[src/rtl/dma_bus_arbiter.sv]
// dma_bus_arbiter
//
// Owns the shared external memory bus (cartridge ROM/RAM, VRAM, WRAM, OAM)
// and hands it to one of three masters: the CPU, the GBC HDMA/GDMA engine
// and the FF46 OAM DMA engine. Priority is HDMA > OAM > CPU. Every change
// of bus owner passes through an idle gap of GAP_CYCLES ce cycles so that
// no two masters ever drive the bus in consecutive cycles.
//
// DMA bytes (HDMA and OAM alike) run as a 4-phase sequence, one phase per
// ce: phases 0-1 address the source (read data captured at the end of
// phase 1), phases 2-3 address the target, and phase 3 writes.
//
// Build option:
//   OAM_DMA_EN  defined   -> FF46 register, OAM DMA engine and S_OAM present.
//               undefined -> no OAM logic, reg_dout reads 8'hFF, FF46 writes
//                            are ignored and every CPU access is arbitrated
//                            (no HRAM stall exemption).
//
// bus_owner is a direct copy of the FSM state register (the state encoding
// is the owner code), so it also serves as the state debug view.
//
// CPU handshake: the CPU presents cpu_req with cpu_addr/cpu_wr/cpu_dout and
// keeps all of them stable while cpu_stall is 1; the access takes effect on
// a ce cycle where cpu_req=1 and cpu_stall=0, and the CPU may change or drop
// the request only after such a cycle.

module dma_bus_arbiter #(
    parameter int OAM_LEN    = 160,
    parameter int GAP_CYCLES = 1
) (
    input  logic        clk,
    input  logic        reset_n,
    input  logic        ce,
    input  logic        cpu_req,
    input  logic        cpu_wr,
    input  logic [15:0] cpu_addr,
    input  logic [7:0]  cpu_dout,
    output logic        cpu_stall,
    input  logic        reg_sel,
    input  logic        reg_wr,
    input  logic [7:0]  reg_din,
    output logic [7:0]  reg_dout,
    input  logic        hdma_active,
    input  logic        hdma_rd,
    input  logic [15:0] hdma_source_addr,
    input  logic [15:0] hdma_target_addr,
    output logic [15:0] bus_addr,
    output logic        bus_wr,
    output logic [7:0]  bus_dout,
    input  logic [7:0]  bus_din,
    output logic [1:0]  bus_owner,
    output logic        oam_dma_active
);

    // State encoding doubles as the bus_owner code.
    typedef enum logic [1:0] {
        S_CPU  = 2'd0,
        S_HDMA = 2'd1,
        S_OAM  = 2'd2,
        S_GAP  = 2'd3
    } state_t;

    localparam logic [1:0]  GAP_LAST = 2'(GAP_CYCLES - 1);
    localparam logic [15:0] BUS_IDLE = 16'hFFFF;

    // Arbiter core registers
    state_t      state_q, state_d;
    state_t      target_q, target_d;    // owner to hand the bus to when the gap ends
    logic [1:0]  gap_cnt_q, gap_cnt_d;  // ce cycles already spent in the gap
    logic [1:0]  phase_q, phase_d;      // byte phase, shared by HDMA and OAM
    logic [7:0]  data_q, data_d;        // byte captured at the end of phase 1

    // Signals the core needs from the OAM engine (constant when it is absent)
    logic        pending;        // OAM transfer waiting or running
    logic        reg_write;      // FF46 write strobe (ce applied where used)
    logic        oam_last_done;  // final OAM byte completes this cycle

`ifdef OAM_DMA_EN
    localparam logic [7:0] OAM_LAST = 8'(OAM_LEN - 1);

    // OAM engine registers
    logic [7:0]  src_hi_q, src_hi_d;    // FF46 value: source page
    logic [7:0]  idx_q, idx_d;          // byte index within the transfer
    logic        pending_q, pending_d;

    logic [7:0]  src_eff;               // source page after echo-RAM folding
    logic [15:0] oam_source;
    logic [15:0] oam_target;
    logic        cpu_in_hram;

    assign reg_write = reg_sel & reg_wr;
    assign pending   = pending_q;

    // Pages E0-FF are echo RAM; fold them onto C0-DF.
    assign src_eff    = (src_hi_q >= 8'hE0) ? (src_hi_q - 8'h20) : src_hi_q;
    assign oam_source = {src_eff, idx_q};
    assign oam_target = 16'hFE00 + {8'h00, idx_q};

    // A restart write or a preemption both keep the final byte from completing.
    assign oam_last_done = (state_q == S_OAM) && !hdma_active && !reg_write &&
                           (phase_q == 2'd3) && (idx_q == OAM_LAST);

    // HRAM (FF80-FFFE) is wired to the CPU directly and never waits.
    assign cpu_in_hram = (cpu_addr >= 16'hFF80) && (cpu_addr <= 16'hFFFE);

    assign cpu_stall      = cpu_req && (state_q != S_CPU) && !cpu_in_hram;
    assign reg_dout       = src_hi_q;
    assign oam_dma_active = pending_q;

    // OAM engine next-state: FF46 writes restart, byte completion advances idx.
    always_comb begin
        src_hi_d  = src_hi_q;
        idx_d     = idx_q;
        pending_d = pending_q;
        if (ce) begin
            if (reg_write) begin
                src_hi_d  = reg_din;
                idx_d     = 8'h00;
                pending_d = 1'b1;
            end else if (oam_last_done) begin
                idx_d     = 8'h00;
                pending_d = 1'b0;
            end else if ((state_q == S_OAM) && !hdma_active && (phase_q == 2'd3)) begin
                idx_d = idx_q + 8'd1;
            end
        end
    end

    // OAM engine registers.
    always_ff @(posedge clk or negedge reset_n) begin
        if (!reset_n) begin
            src_hi_q  <= 8'hFF;
            idx_q     <= 8'h00;
            pending_q <= 1'b0;
        end else begin
            src_hi_q  <= src_hi_d;
            idx_q     <= idx_d;
            pending_q <= pending_d;
        end
    end
`else
    logic unused_reg_inputs;

    assign reg_write = 1'b0;
    assign pending   = 1'b0;
    // S_OAM cannot be entered; should it ever be, leave it at once.
    assign oam_last_done = (state_q == S_OAM);

    assign unused_reg_inputs = ^{reg_sel, reg_wr, reg_din, 8'(OAM_LEN)};

    assign cpu_stall      = cpu_req && (state_q != S_CPU);
    assign reg_dout       = 8'hFF;
    assign oam_dma_active = 1'b0;
`endif

    assign bus_owner = state_q;

    // Arbiter FSM next-state: ownership changes, gap counting, byte phases.
    always_comb begin
        state_d   = state_q;
        target_d  = target_q;
        gap_cnt_d = gap_cnt_q;
        phase_d   = phase_q;
        data_d    = data_q;
        if (ce) begin
            case (state_q)
                S_CPU: begin
                    if (hdma_active) begin
                        state_d   = S_GAP;
                        target_d  = S_HDMA;
                        gap_cnt_d = 2'd0;
                        phase_d   = 2'd0;
                    end else if (pending) begin
                        state_d   = S_GAP;
                        target_d  = S_OAM;
                        gap_cnt_d = 2'd0;
                        phase_d   = 2'd0;
                    end
                end
                S_GAP: begin
                    if (gap_cnt_q == GAP_LAST) begin
                        state_d   = target_q;
                        gap_cnt_d = 2'd0;
                        phase_d   = 2'd0;
                    end else begin
                        gap_cnt_d = gap_cnt_q + 2'd1;
                    end
                end
                S_HDMA: begin
                    if (!hdma_active) begin
                        state_d   = S_GAP;
                        target_d  = pending ? S_OAM : S_CPU;
                        gap_cnt_d = 2'd0;
                        phase_d   = 2'd0;
                    end else if (hdma_rd) begin
                        phase_d = phase_q + 2'd1;
                        if (phase_q == 2'd1) begin
                            data_d = bus_din;
                        end
                    end else begin
                        // Phase realigns to the next hdma_rd rise.
                        phase_d = 2'd0;
                    end
                end
                S_OAM: begin
                    if (hdma_active) begin
                        // Preempt: the interrupted byte restarts at phase 0.
                        state_d   = S_GAP;
                        target_d  = S_HDMA;
                        gap_cnt_d = 2'd0;
                        phase_d   = 2'd0;
                    end else if (reg_write) begin
                        // Restart: abandon the in-flight byte.
                        phase_d = 2'd0;
                    end else if (oam_last_done) begin
                        state_d   = S_GAP;
                        target_d  = S_CPU;
                        gap_cnt_d = 2'd0;
                        phase_d   = 2'd0;
                    end else begin
                        phase_d = phase_q + 2'd1;
                        if (phase_q == 2'd1) begin
                            data_d = bus_din;
                        end
                    end
                end
                default: begin
                    state_d = S_CPU;
                end
            endcase
        end
    end

    // Arbiter FSM and data registers.
    always_ff @(posedge clk or negedge reset_n) begin
        if (!reset_n) begin
            state_q   <= S_CPU;
            target_q  <= S_CPU;
            gap_cnt_q <= 2'd0;
            phase_q   <= 2'd0;
            data_q    <= 8'h00;
        end else begin
            state_q   <= state_d;
            target_q  <= target_d;
            gap_cnt_q <= gap_cnt_d;
            phase_q   <= phase_d;
            data_q    <= data_d;
        end
    end

    // Bus drive: purely a function of owner, phase and the data register.
    always_comb begin
        bus_addr = BUS_IDLE;
        bus_wr   = 1'b0;
        bus_dout = data_q;
        case (state_q)
            S_CPU: begin
                bus_addr = cpu_addr;
                bus_dout = cpu_dout;
                bus_wr   = cpu_req & cpu_wr;
            end
            S_HDMA: begin
                if (hdma_rd) begin
                    bus_addr = phase_q[1] ? hdma_target_addr : hdma_source_addr;
                    bus_wr   = (phase_q == 2'd3);
                end
            end
            S_OAM: begin
`ifdef OAM_DMA_EN
                bus_addr = phase_q[1] ? oam_target : oam_source;
                bus_wr   = (phase_q == 2'd3);
`endif
            end
            default: begin
                bus_addr = BUS_IDLE;
            end
        endcase
    end

endmodule

[config.mk]
export PLATFORM = sky130hd
export DESIGN_NAME = dma_bus_arbiter
export DESIGN_NICKNAME = d
export VERILOG_FILES = /design/src/rtl/dma_bus_arbiter.sv
export SDC_FILE = /design/constraint.sdc
export NUM_CORES = 1
export LEC_CHECK = 0
export CAP_MARGIN = 20
export CORE_ASPECT_RATIO = 1.1
export CORE_MARGIN = 5
export CORE_UTILIZATION = 30
export DETAILED_ROUTE_END_ITERATION = 6
export GPL_TIMING_DRIVEN = 0
export PLACE_DENSITY = 0.84
export SYNTH_ARGS = -nofsm -noshare
export SYNTH_HDL_FRONTEND = slang
export SYNTH_SLANG_ARGS = --single-unit
[constraint.sdc]
create_clock -name clk -period 2.75 [get_ports clk]
set_input_delay 0.4125 -clock clk [delete_from_list [all_inputs] [get_ports clk]]
set_output_delay 0.4125 -clock clk [all_outputs]
set_load 0.005 [all_outputs]
**After elaboration in Yosys (flattened, before gate mapping)**

Index checks and enable logic that the tools add are counted.

- Register bits after elaboration: 16
- Logic and storage cells: 47
- Output and inout bits: 37
- Bits of input ports: 81

- Equal/unequal tests: 8
- Muxes and demuxes: 21
- Bitwise gates (word level): 1
- Reductions and logical operators: 10
- $add $sub $neg: 2

Operators with widths:

| kind | number |
|---|---|
| two-way mux 16 bit | 2 |
| case mux 16 bit (2 select lines) | 1 |
| case mux 2 bit (4 select lines) | 3 |
| two-way mux 2 bit | 10 |
| two-way mux 8 bit | 1 |
| AND reduction 4 bit | 2 |
| == test 2 bit, second input constant | 3 |
| != test 2 bit, second input constant | 3 |
| case mux 2 bit (3 select lines) | 1 |
| AND reduction 3 bit | 2 |
| AND reduction 5 bit | 1 |
| adder 2 x 1 -> 2 bit, second input constant | 2 |
| == test 2 x 1 -> 1 bit, second input constant | 2 |
| zero test 2 bit | 2 |
| nonzero test 3 bit | 1 |
| two-way mux 1 bit | 2 |
| case mux 1 bit (2 select lines) | 1 |
| nonzero test 2 bit | 1 |
| AND 1 bit | 1 |
| logical AND 1 bit | 1 |

**Longest topological paths before layout**

- Word-level depth: 4
- Depth in mapped cells: 7
- Gate-level depth less buffers: 5

**Worst setup path after synthesis**

OpenSTA, ideal clock, no wires.

- Kind: reg-to-reg
- From: reg phase_q[1]
- To: reg data_q[0]
- Clock period less this slack: 1.747 ns
- Library setup time: 0.125 ns
- Required time: 2.625 ns
- Slack: 1.003 ns
- Data arrival time: 1.621 ns
- Path buffers: 3
- Stages on the path, launching flop included: 8
- Cells stage by stage: dfrtp_1 buf_2 buf_2 inv_1 ha_1 and4_4 buf_6 mux2_4

- Cells in the longest elaborated chain, start to end: 2

RTL lines:

| item | line | text |
|---|---|---|
| start, declared | 70 | `logic [1:0] phase_q, phase_d;` |
| start signal, assigned | 246 | `phase_q <= phase_d;` |
| == test 2 x 1 -> 1 bit | 197, 222 |  |
| AND reduction 5 bit (no source line) | n/a |  |
| end signal, assigned | 247 | `data_q <= data_d;` |
| end, declared | 71 | `logic [7:0] data_q, data_d;` |

Every way passes these cells.
A chain may end at the register's enable or synchronous reset.

**Final worst setup path**

- From: reg state_q[0], in the netlist bus_owner[0]
- To: out bus_wr

- Cells in the longest elaborated chain, start to end: 2
- Elaborated cells between the ends (all ways): 3
- Those cells by class: 1 x eq/ne; 1 x mux; 1 x reduce/logical

RTL lines:

| item | line | text |
|---|---|---|
| start, declared | 67 | `state_t state_q, state_d;` |
| start signal, assigned | 243 | `state_q <= state_d;` |
| == test 2 x 1 -> 1 bit / zero test 2 bit (equally long branches) | 256 | `case (state_q)` |
| case mux 1 bit (2 select lines) (*) | 256 |  |
| end, declared | 48 | `output logic bus_wr,` |

Mark *: on every way between the ends. The rest lies on a longest branch, timed or not.

==> flow_summary.ini <==
[floorplan]
die_h_um = 79.11
initial_core_util_pct = 30.62
die-area_mm2 = 0.005761
num_io_pins = 118
core_mm2 = 0.004254
chipWidth_um = 72.83
num_rows = 25

[critical_path]
crit_type = register to output pin
worst-path-max-fanout = 10
critPathLaunchType = register
cp.arrival_ns = 2.14
end_kind = output pin
required_ns = 2.34

[yosys]
synth_cell_type_count = 32
syn_inst = 154
yosysSeqAreaShare_pct = 28.82
syn_area_mm2 = 0.001302
synth_seq_cells = 15
syn_area_per_cell_um2 = 8.458
ys_warn_count = 0

[final_layout]
drive_gt1_share_pct = 13.36
nets = 348
antennaDiodeCount = 0
multiInputGateArea_um2 = 797.0
seqCellArea_um2 = 375.4
fin_util_pct = 56.74
area_growth_pct = 85.30
fill_cells = 412

[power_and_ir_drop]
leakagePower_uw = 0.001034
p_per_area_mw_per_mm2 = 605.8
ir_drop_mv = 0.3204
fin_total_pwr_uw = 1462

[timing]
final_hold_viol_count = 0
tns_ns = 0
worst_pin_slew_ns = 0.6873
timing.hold.ws_ns = 0.5154
max_freq_ghz = 0.3923
rsz0062_at_grt = false
layout_min_cycle_time_ns = 2.549
slew_headroom_pct = 54.04
maxSlewViolCount = 0
finalSetupViolations = 0
clock_skew_ns = 0.001018
fin_crit_sh_pct = 92.70
fin_ws_ns = 0.2008

[routing]
wire_per_inst_um = 13.85
drtAntennaViolNets = 0
viasPerCell = 4.554
num_vias = 1439
drt-pass1-iter-count = 4
finalWirelength_mm = 4.377
drtIter0Drc = 15
route.detailed.drc = 0

[global_route]
antenna_found_initial = 0
grt_use_total_pct = 14.64
globalRouteOverflowTotal = 0
grt_max_degree = 16
grt_pass1_wl_mm = 6.741
grt_pass1_vias = 1371

[clock_tree]
htree_levels = 1
cts_setup_buffers = 0
cts.repair.resized = 0
hold_buffers = 0
cts_tree = built
cts.sinks = 15
cts_buffer_depth = 2
cts_root_buf = clkbuf_8
clk_latency_ns = 0.25
cts.reportedPaths.clkPinSlew_ns = 0.06
numCtsBuffers = 3

[hold_path]
min_path_type = register to register

[outcome]
status = completed

[placed_design]
pre_cts_ws_ns = 0.2568
gp_congestion = 0.7807
place.detailed.hpwl_mm = 3.635
portBuffers = 97

[flow_run]
drv_cap = 0
-- metal layers --
layer | part of all wire, % | track usage, %
met1 | 43 | 19.11
met2 | 45 | 24.10
met3 | 11 | 3.671
met4 | 0.62 | 3.321
met5 | 0 | 0
-- path summary, 6_finish.rpt --
| kind | start | end | slack (ns) | cells after the start |
|---|---|---|---|---|
| min in group asynchronous | reset_n | data_q[4]$_DFFE_PN0P_ | 0.58 | 1 |
| setup / recovery | bus_owner[0]$_DFFE_PN0P_ | bus_wr | 0.20 | 4 |
| setup reg to reg | phase_q[1]$_DFFE_PN0P_ | data_q[1]$_DFFE_PN0P_ | 0.84 | 7 |
| max in group asynchronous | reset_n | phase_q[0]$_DFFE_PN0P_ | 1.74 | 1 |
| hold reg to reg | data_q[5]$_DFFE_PN0P_ | data_q[5]$_DFFE_PN0P_ | 0.52 | 1 |
| hold / removal | data_q[5]$_DFFE_PN0P_ | data_q[5]$_DFFE_PN0P_ | 0.52 | 1 |
-- placed cells by master, fill, tap and decap left out, drive strengths merged --
master	n
o311ai	1
nand2	24
a22o	2
a21oi	16
clkbuf	4
clkinv	1
a32o	1
nor2	17
conb	9
buf	19
and3	1
o211ai	1
mux2i	17
dfrtp	15
clkdlybuf4s50	97
and4	1
mux2	9
nand3b	1
xor2	1
a32oi	1
a22oi	2
o21ai	4
or3	1
ha	4
or2	1
and2	1
nand3	1
o2bb2ai	1
nor3b	1
and3b	1
inv	7
-- stage by stage --
step,cell area (um^2),instances
CTS,2414,316
global placement,2367,312
finish,2414,316
detailed placement,2367,312
floorplan,1329,161
global route,2414,316
-- area by class of cell --
class	count	area share (%)
Timing Repair Buffer	97	40.23
Multi-Input combinational cell	119	33.02
Sequential cell	15	15.55
Buffer	20	5.391
Tap cell	54	2.799
Clock buffer	3	1.711
Inverter	7	1.089
Clock inverter	1	0.2074
-- flip-flops by register name, indices dropped and copies added (netlist names) --
| name | count |
|---|---|
| phase_q | 2 |
| data_q | 8 |
| bus_owner | 2 |
| gap_cnt_q | 2 |
| target_q | 1 |
-- where the power goes --
group / internal [uW] / switching (uW) / total [uW]
Clock: 101 / 83.6 / 184
Sequential: 293 / 40.5 / 334
Combinational: 572 / 372 / 944
Total: 966 / 496 / 1460
-- cells by family (layout without fill, tap and decap cells) --
logic type      Yosys count  count (layout)  share of synthesized area (%)
fa+ha+maj                 4               4                          3.843
flops                    15              15                          28.82
mux                      26              26                          23.15
other cells               2               9                         0.5766
compound gates           29              29                          14.12
xor+xnor                  1               1                         0.6726
simple gates             50              50                          16.81
buf+inv                  27             128                          12.01
-- critical path, cell delays in order, from the launching register on --
cell	delay, ns
dfrtp_1	0.38
buf_2	0.18
nor2_1	0.54
a32o_1	0.27
clkdlybuf4s50_1	0.53
-- Yosys cell counts, drive strengths merged --
cell type	count	area (um^2)
a21oi	16	80.08
or3	1	6.260
and3	1	6.260
a22oi	2	15.01
a22o	2	17.52
nor3b	1	7.510
conb	2	7.510
a32o	1	10.01
o211ai	1	7.510
o2bb2ai	1	8.760
ha	4	50.05
inv	7	26.28
buf	19	126.4
and3b	1	8.760
mux2i	17	170.2
or2	1	6.260
a32oi	1	8.760
clkbuf	1	3.750
o311ai	1	16.27
nand2	24	90.09
nand3	1	5.000
o21ai	4	20.02
nor2	17	63.81
nand3b	1	7.510
and4	1	11.26
and2	1	6.260
xor2	1	8.760
dfrtp	15	375.4
mux2	9	131.4
Power figures use the tool's default switching activity.
